File: config.mk
export PLATFORM = sky130hd
export DESIGN_NAME = cp0_except_commit
export DESIGN_NICKNAME = d
export VERILOG_FILES = /design/src/rtl/cp0_except_commit.sv
export SDC_FILE = /design/constraint.sdc
export NUM_CORES = 1
export LEC_CHECK = 0
export CAP_MARGIN = 20
export CORE_MARGIN = 4
export CORE_UTILIZATION = 36
export CTS_CLUSTER_SIZE = 8
export DETAILED_ROUTE_END_ITERATION = 10
export DONT_BUFFER_PORTS = 1
export GPL_TIMING_DRIVEN = 0
export PLACE_DENSITY = 0.59
export SYNTH_ARGS = -nofsm -noshare
export SYNTH_HDL_FRONTEND = slang
export SYNTH_SLANG_ARGS = --single-unit
File: constraint.sdc
create_clock -name clk -period 6.7 [get_ports clk]
set_input_delay 2.01 -clock clk [delete_from_list [all_inputs] [get_ports clk]]
set_output_delay 2.01 -clock clk [all_outputs]
set_load 0.02 [all_outputs]
File: src/rtl/cp0_except_commit.sv
// rtl/cp0_except_commit.sv - commits exception/ERET/MTC0 updates into CP0 state and owns the Count/Compare timer
//
// Purpose: applies the registered exception request at the commit point to
// Status/Cause/EPC/BadVAddr, merges MTC0 writes through per-register write
// masks, runs the Count/Compare timer, synchronises the hardware interrupt
// lines and issues a one-cycle fetch redirect after every flush.
//
// Ports:
//   clk, rst                 clock, synchronous active-high reset
//   except_*                 exception request (flush, code, eret, delayslot,
//                            cur_pc, jump_pc, extra)
//   wb_cp0_*                 MTC0 write request (we, waddr, sel, wdata)
//   ext_int                  asynchronous level interrupt inputs -> IP[7:2]
//   cp0_*                    registered CP0 register snapshot
//   interrupt_flag           Cause.IP & Status.IM
//   timer_int                latched Count==Compare interrupt (Cause.TI)
//   redirect_valid/_pc       one-cycle fetch redirect after a flush
module cp0_except_commit #(
   parameter int EXT_INT_W = 6
) (
   input  logic                 clk,
   input  logic                 rst,
   input  logic                 except_flush,
   input  logic [4:0]           except_code,
   input  logic                 except_eret,
   input  logic                 except_delayslot,
   input  logic [31:0]          except_cur_pc,
   input  logic [31:0]          except_jump_pc,
   input  logic [31:0]          except_extra,
   input  logic                 wb_cp0_we,
   input  logic [4:0]           wb_cp0_waddr,
   input  logic [2:0]           wb_cp0_sel,
   input  logic [31:0]          wb_cp0_wdata,
   input  logic [EXT_INT_W-1:0] ext_int,
   output logic [31:0]          cp0_status,
   output logic [31:0]          cp0_cause,
   output logic [31:0]          cp0_epc,
   output logic [31:0]          cp0_error_epc,
   output logic [31:0]          cp0_badvaddr,
   output logic [31:0]          cp0_count,
   output logic [31:0]          cp0_compare,
   output logic [7:0]           interrupt_flag,
   output logic                 timer_int,
   output logic                 redirect_valid,
   output logic [31:0]          redirect_pc
);

   localparam logic [4:0] REG_BADVADDR = 5'd8;
   localparam logic [4:0] REG_COUNT    = 5'd9;
   localparam logic [4:0] REG_COMPARE  = 5'd11;
   localparam logic [4:0] REG_STATUS   = 5'd12;
   localparam logic [4:0] REG_CAUSE    = 5'd13;
   localparam logic [4:0] REG_EPC      = 5'd14;
   localparam logic [4:0] REG_ERROREPC = 5'd30;

   // Software-writable bits: Status BEV, IM, ERL, EXL, IE; Cause IP[1:0] only.
   localparam logic [31:0] STATUS_WMASK = 32'h0040_FF07;
   localparam logic [31:0] CAUSE_WMASK  = 32'h0000_0300;
   localparam logic [31:0] STATUS_RESET = 32'h0040_0000;

   localparam logic [4:0] EXC_MOD  = 5'd1;
   localparam logic [4:0] EXC_TLBL = 5'd2;
   localparam logic [4:0] EXC_TLBS = 5'd3;
   localparam logic [4:0] EXC_ADEL = 5'd4;
   localparam logic [4:0] EXC_ADES = 5'd5;
   localparam logic [4:0] EXC_CPU  = 5'd11;

   logic [31:0] status_q, cause_q, epc_q, error_epc_q, badvaddr_q, count_q, compare_q;
   logic [31:0] status_n, cause_n, epc_n, error_epc_n, badvaddr_n, count_n, compare_n;
   logic        toggle_q, toggle_n, timer_n;
   logic [EXT_INT_W-1:0] ext_sync1_q, ext_sync2_q;
   logic [5:0]  ext_ip;
   logic        wr;

   function automatic logic [31:0] merge(input logic [31:0] old_v, input logic [31:0] new_v,
                                         input logic [31:0] mask);
      return (new_v & mask) | (old_v & ~mask);
   endfunction

   always_comb begin
      wr = wb_cp0_we && (wb_cp0_sel == 3'd0);

      // MTC0 merge first; commit updates below override the fields they touch.
      status_n    = (wr && wb_cp0_waddr == REG_STATUS) ? merge(status_q, wb_cp0_wdata, STATUS_WMASK) : status_q;
      cause_n     = (wr && wb_cp0_waddr == REG_CAUSE)  ? merge(cause_q, wb_cp0_wdata, CAUSE_WMASK)   : cause_q;
      epc_n       = (wr && wb_cp0_waddr == REG_EPC)      ? wb_cp0_wdata : epc_q;
      error_epc_n = (wr && wb_cp0_waddr == REG_ERROREPC) ? wb_cp0_wdata : error_epc_q;
      compare_n   = (wr && wb_cp0_waddr == REG_COMPARE)  ? wb_cp0_wdata : compare_q;
      badvaddr_n  = badvaddr_q;

      if (except_flush && !except_eret) begin
         // EXL from the merged view decides whether EPC/BD are captured.
         if (!status_n[1]) begin
            epc_n       = except_delayslot ? except_cur_pc - 32'd4 : except_cur_pc;
            cause_n[31] = except_delayslot;
         end
         cause_n[6:2] = except_code;
         status_n[1]  = 1'b1;
         if (except_code == EXC_ADEL || except_code == EXC_ADES || except_code == EXC_TLBL ||
             except_code == EXC_TLBS || except_code == EXC_MOD)
            badvaddr_n = except_extra;
         if (except_code == EXC_CPU)
            cause_n[29:28] = except_extra[1:0];
      end else if (except_flush && except_eret) begin
         if (status_n[2])
            status_n[2] = 1'b0;
         else
            status_n[1] = 1'b0;
      end

      // Count ticks at half the clock rate; a write reloads it and restarts the phase.
      if (wr && wb_cp0_waddr == REG_COUNT) begin
         count_n  = wb_cp0_wdata;
         toggle_n = 1'b0;
      end else begin
         count_n  = toggle_q ? count_q + 32'd1 : count_q;
         toggle_n = ~toggle_q;
      end

      // Match is sticky; only a Compare write clears it, and that write beats a match.
      timer_n = (wr && wb_cp0_waddr == REG_COMPARE) ? 1'b0 : (timer_int | (count_q == compare_q));
   end

   always_ff @(posedge clk) begin
      if (rst) begin
         status_q       <= STATUS_RESET;
         cause_q        <= '0;
         epc_q          <= '0;
         error_epc_q    <= '0;
         badvaddr_q     <= '0;
         count_q        <= '0;
         compare_q      <= '0;
         toggle_q       <= 1'b0;
         timer_int      <= 1'b0;
         ext_sync1_q    <= '0;
         ext_sync2_q    <= '0;
         redirect_valid <= 1'b0;
         redirect_pc    <= '0;
      end else begin
         status_q       <= status_n;
         cause_q        <= cause_n;
         epc_q          <= epc_n;
         error_epc_q    <= error_epc_n;
         badvaddr_q     <= badvaddr_n;
         count_q        <= count_n;
         compare_q      <= compare_n;
         toggle_q       <= toggle_n;
         timer_int      <= timer_n;
         ext_sync1_q    <= ext_int;
         ext_sync2_q    <= ext_sync1_q;
         redirect_valid <= except_flush;
         if (except_flush)
            redirect_pc <= except_jump_pc;
      end
   end

   // Hardware IP bits are live views of the synchroniser and timer, never stored in cause_q.
   assign ext_ip         = 6'(ext_sync2_q) | {timer_int, 5'b0};
   assign cp0_status     = status_q;
   assign cp0_cause      = cause_q | {1'b0, timer_int, 14'b0, ext_ip, 10'b0};
   assign cp0_epc        = epc_q;
   assign cp0_error_epc  = error_epc_q;
   assign cp0_badvaddr   = badvaddr_q;
   assign cp0_count      = count_q;
   assign cp0_compare    = compare_q;
   assign interrupt_flag = cp0_cause[15:8] & status_q[15:8];

   // BadVAddr is read-only to MTC0.
   logic unused_badvaddr_addr;
   assign unused_badvaddr_addr = (wb_cp0_waddr == REG_BADVADDR);

endmodule

Word-level counts from Yosys, hierarchy flattened
Index checks and enable logic that the tools add are counted.
- bits in registers: 271
- bits in latches: 0
- RAM bits: 0
- memory bits (read-only): 0
- input port bits: 153
- output and inout bits: 266
- memories: 0
- $add $sub $neg: 2
- multiply operators: 0
- divide/modulo/power cells: 0
- order comparisons: 0
- equality and inequality tests: 13
- shifts and indexed selects: 0
- mux-type cells: 17
- bitwise logic cells: 7
- reduce and logical (&&, ||, !) cells: 20
- operator list (cell ; count):
    32-bit 2-to-1 mux ; 7
    32-bit by 1-bit adder with 32-bit output, second input constant ; 1
    32-bit == test ; 1
    10-bit by 32-bit bitwise OR with 32-bit output ; 1
    23-bit by 32-bit bitwise OR with 32-bit output ; 1
    32-bit by 31-bit bitwise OR with 32-bit output ; 1
    32-bit by 3-bit subtractor with 32-bit output, second input constant ; 1
    5-bit by 4-bit == test with 1-bit output, second input constant ; 6
    5-bit by 2-bit == test with 1-bit output, second input constant ; 2
    5-bit by 3-bit == test with 1-bit output, second input constant ; 2
    1-bit logical AND ; 9
    8-bit AND ; 1
    2-bit 2-to-1 mux ; 3
    6-bit bitwise OR ; 1
    5-bit by 1-bit == test with 1-bit output, second input constant ; 1
    5-bit == test, second input constant ; 1
    1-bit 2-to-1 mux ; 5
    5-bit 2-to-1 mux ; 1
    1-bit logical OR ; 4
    2-bit nonzero test ; 2
    2-bit OR reduction ; 2
    3-bit logical NOT ; 1
    3-bit 2-to-1 mux ; 1
    2-bit AND reduction ; 1
    3 further kinds ; 3

Longest topological paths before layout
- depth after elaboration: 7
- mapped depth: 9
- gate-level depth less buffers: 7

Worst setup path after synthesis
No wires, ideal clock.
- kind: input to register
- start: input wb_cp0_sel[2]
- end: register epc_q[0], in the netlist cp0_epc[0]
- arrival: 3.500 ns
- required time: 6.614 ns
- setup slack: 3.114 ns
- stages: 6
- buffers on the path: 2
- path through: nor4b_2 > nand4b_1 > buf_2 > buf_4 > mux2i_1 > a211oi_1
- cells in the longest elaborated chain, start to end: 6
- elaborated cells on any way between the ends: 8
- classes of those cells: mux: 4; reduce/logical: 4
- RTL lines (what ; line ; source):
    start, declared ; 32 ; input logic [2:0] wb_cp0_sel,
    3-bit logical NOT * ; 81 ; wr = wb_cp0_we && (wb_cp0_sel == 3'd0);
    1-bit logical AND * ; 81 ;
    1-bit logical AND, on equally long branches ; 86, 84 ;
    32-bit 2-to-1 mux or 3-bit 2-to-1 mux (tied branches) ; 86, 84 ;
    32-bit 2-to-1 mux ; 93 ; if (!status_n[1]) begin
    32-bit 2-to-1 mux * ; 91 ; if (except_flush && !except_eret) begin
    end signal, assigned ; 142 ; epc_q <= epc_n;
    end, declared ; 68 ; logic [31:0] status_q, cause_q, epc_q, error_epc_q, badvaddr_q, count_q, compare_q;
Mark *: on every way between the ends. The rest lies on a longest branch, timed or not.
A chain may end at the register's enable or synchronous reset.

Final worst setup path
- start: input wb_cp0_sel[2]
- end: register epc_q[12], in the netlist cp0_epc[12]
The elaborated chain is that of the path after synthesis.

==> flow_summary.rst <==
.. list-table::
   :header-rows: 1

   * - Metric
     - Value
   * - Per-instance average area after synthesis
     - roughly 9 µm²
   * - Vias per inst
     - between 5 and 6
   * - Commonest non-fill, non-tap cells in the layout
     - 229 x dfxtp_1, 159 x nand2_1, 140 x nor2_1, 108 x mux2i_1, 87 x a21oi_1
   * - Source-to-sink clock delay at the later pin of the worst-skew pair
     - 500 ps
   * - Non-filler instance count after layout
     - 1600
   * - Final hold violations
     - 0
   * - Min-Delay Path Class
     - flop to flop
   * - Time the worst path needs with I/O delays and setup
     - 3770 ps
   * - CP arrival
     - between 4000 and 5000 ps
   * - Biggest area contributors in the synthesized netlist
     - dfxtp_1 45%, mux2i_1 11%, nand2_1 5.9%
   * - Post-detailed-placement half-perimeter wirelength
     - 29000 µm
   * - Crit path kind
     - input port to flop
   * - CTS Root Buffer Type
     - clkbuf_16
   * - Number of DRC markers in iteration 0
     - 413
   * - Clock sinks
     - 229
   * - FILL cells
     - 2798
   * - Number of antenna violations at the first check in global routing
     - 0
   * - Outcome
     - finished clean
   * - Clock-pin transition on the worst setup and hold timing paths
     - around 50 ps
   * - Die Width
     - 176 µm
   * - # port buffers
     - 0
   * - RD Place Congestion
     - 0.922
   * - Fraction of synthesis flops using an asynchronous set or reset pin
     - 0%
   * - Number of buffers inserted for hold repair after clock tree synthesis
     - 0
   * - Hold path depth
     - 1
   * - Total chip power
     - 3.18 mW
   * - Final Net Count
     - 1374
   * - Number of buffers inserted to repair setup after CTS
     - 0
   * - Finished Core Util
     - 42.0%
   * - RSZ-0062 raised after global routing
     - no
   * - Top-level I/O count
     - 419
   * - Antenna Violating Nets Remaining
     - 0
   * - Quantity of gates resized following cts
     - 0
   * - Max Freq
     - 0.265 GHz
   * - Via count of the first global-routing pass
     - ~8300
   * - Core region area
     - 27900 µm²
   * - Areal power density over the cells
     - 272 nW/µm²
   * - Global routing usage summed across all routing layers
     - roughly 23%
   * - Most common cell after layout, fill and taps aside
     - dfxtp_1
   * - Final setup TNS
     - 0 ps
   * - Register bit count reported by yosys
     - 229
   * - EDFF count, synth
     - 0
   * - Number of CTS-inserted buffers
     - 34
   * - Worst R2R Start
     - cp0_count[2]
   * - Register area share after synthesis
     - 45.0%
   * - Cell count after synthesis
     - 1149
   * - Ys flop type
     - dfxtp_1
   * - Number of instances in the placed design
     - 1561
   * - Overflow left after global routing
     - 0
   * - Residual DRC count
     - 0
   * - Pin count of the biggest net entering global routing
     - 11
   * - Cell type contributing the most total cell area after synthesis
     - dfxtp_1
   * - Buffer levels on the longest clock path
     - 3
   * - Growth of design area from synthesis to finish
     - 14.8%
   * - Final Routed Wirelength
     - 37200 µm
   * - Leak pwr
     - 4.46 nW
   * - CP endpoint kind
     - flop
   * - Number of distinct library cell variants in the gate-level netlist after synthesis
     - 50
   * - Wire length of the first global-routing pass
     - 53600 µm
   * - Chip Height
     - roughly 180 µm
   * - End point of the most critical hold path
     - ext_sync2_q[5]
   * - Clock tree from TritonCTS
     - yes
   * - Synth warnings
     - 0
   * - Terminus of the critical flop-to-flop path
     - cp0_count[28]
   * - Share of layout cells above drive strength 1
     - 8.85%
   * - Kind of launch point of the worst setup path
     - input port
   * - Worst Max-Slew Pin Slew
     - 892 ps
   * - Worst IR drop on VDD
     - 0.159 mV
   * - Worst slew margin relative to its limit
     - 40.0%
   * - Largest fanout of any net on the critical path
     - 10
   * - Worst-case reg-to-reg path depth
     - 6
   * - Number of cell rows
     - 61
   * - Share of the clock period used by the worst path
     - a little under three fifths
   * - Worst clock skew
     - 16.8 ps
   * - Fraction of post-synthesis cell area in the top cell type by area
     - between 40% and 50%
   * - Routed via count
     - 8398
   * - Total Die Area
     - 31100 µm²
   * - Endpoint required time on the critical path
     - 7090 ps
   * - Area of the mapped netlist
     - 10200 µm²
   * - Slack of the worst reg-to-reg path
     - 4270 ps
   * - CTS HTree Levels
     - 2
   * - Fin. max-slew vios
     - 0
   * - Wire length per cell after detailed routing
     - 23.2 µm
   * - Final-report setup violation count
     - 0
   * - Startpoint of the most critical hold path
     - ext_sync1_q[5]
   * - Length of the first detailed-routing pass in iterations
     - 5
   * - Max-cap violation count
     - 0
   * - Starting density of the core
     - 36.6%
state kept, by name, summed over array words and instances (netlist names), 6 cells and up:
| register | cells |
|---|---|
| cp0_error_epc | 32 |
| cp0_epc | 32 |
| cause_q | 10 |
| ext_sync2_q | 6 |
| ext_sync1_q | 6 |
| cp0_status | 12 |
| redirect_pc | 32 |
| cp0_badvaddr | 32 |
| cp0_compare | 32 |
| cp0_count | 32 |
logic make-up (layout without fill, tap and decap cells):
logic type / count (synthesis) / in the layout / share of synthesized area [%]
XOR/XNOR: 92 / 92 / 7.91
flip-flops: 229 / 229 / 45.0
AO/OA/AOI/OAI: 156 / 156 / 9.44
multiplexers: 112 / 112 / 11.1
AND/OR/NAND/NOR: 441 / 441 / 20.4
adder cells (fa/ha/maj): 2 / 2 / 0.246
buffers and inverters: 116 / 154 / 5.96
other: 1 / 36 / 0.0368
critical path, cell delays in order:
cell and delay, ps:
nor4b_2 740, nand4b_1 410, buf_2 350, buf_4 250
mux2i_1 130, a211oi_1 260
stage by stage:
step	hold WS [ps]	area, µm²	worst slack [ps]
after floorplan	414	10300	3110
after global placement	420	10800	2440
after detailed placement	425	10800	2400
after CTS	436	11700	2910
after global routing	460	11700	2680
final	435	11700	2930
how the worst max path moves through the flow:
stage             endpoint  slack, ps  depth (start not counted)     startpoint
2_1_floorplan   cp0_epc[0]       3110                          6  wb_cp0_sel[2]
3_3_place_gp   cp0_epc[12]       2440                          6  wb_cp0_sel[2]
3_5_place_dp   cp0_epc[16]       2400                          6  wb_cp0_sel[2]
4_1_cts        cp0_epc[16]       2910                          6  wb_cp0_sel[2]
5_1_grt        cp0_epc[11]       2680                          6  wb_cp0_sel[2]
6_report       cp0_epc[12]       2930                          6  wb_cp0_sel[2]
final cells by class:
cell class                 instances  area, µm²  share of cell area, %
clock buffer                      37        893                   7.64
tap                              378        473                   4.04
clock inverter                     1       8.76                 0.0749
antenna                            1       2.50                 0.0214
buffer                           111        588                   5.03
sequential                       229       4580                   39.2
inverter                           5       18.8                  0.161
multi-input combinational        838       5120                   43.8
per-layer routing:
layer	track usage, %	vias up	share of wire (%)
met5	0	-	0
met4	6.60	0	3.2
met3	7.58	68	8.9
met2	37.7	341	47
met1	28.0	4008	41
li1	-	3981	-
cell usage after synthesis, drive strengths merged (8+ instances only):
master	number
a211oi	50
a21o	14
a21oi	87
and2	12
and3	8
buf	55
clkbuf	56
dfxtp	229
mux2i	108
nand2	159
nand3	23
nand4	25
nor2	140
nor2b	15
nor3	19
nor4	16
xnor2	63
xor2	29
report_power, final:
group          switching, mW  total (mW)  internal, mW
registers             0.0753        1.48          1.40
clock network          0.587        1.51         0.928
logic                  0.110       0.184        0.0737
total                  0.772        3.18          2.40
Note: power is estimated with default switching activity, not from simulation.
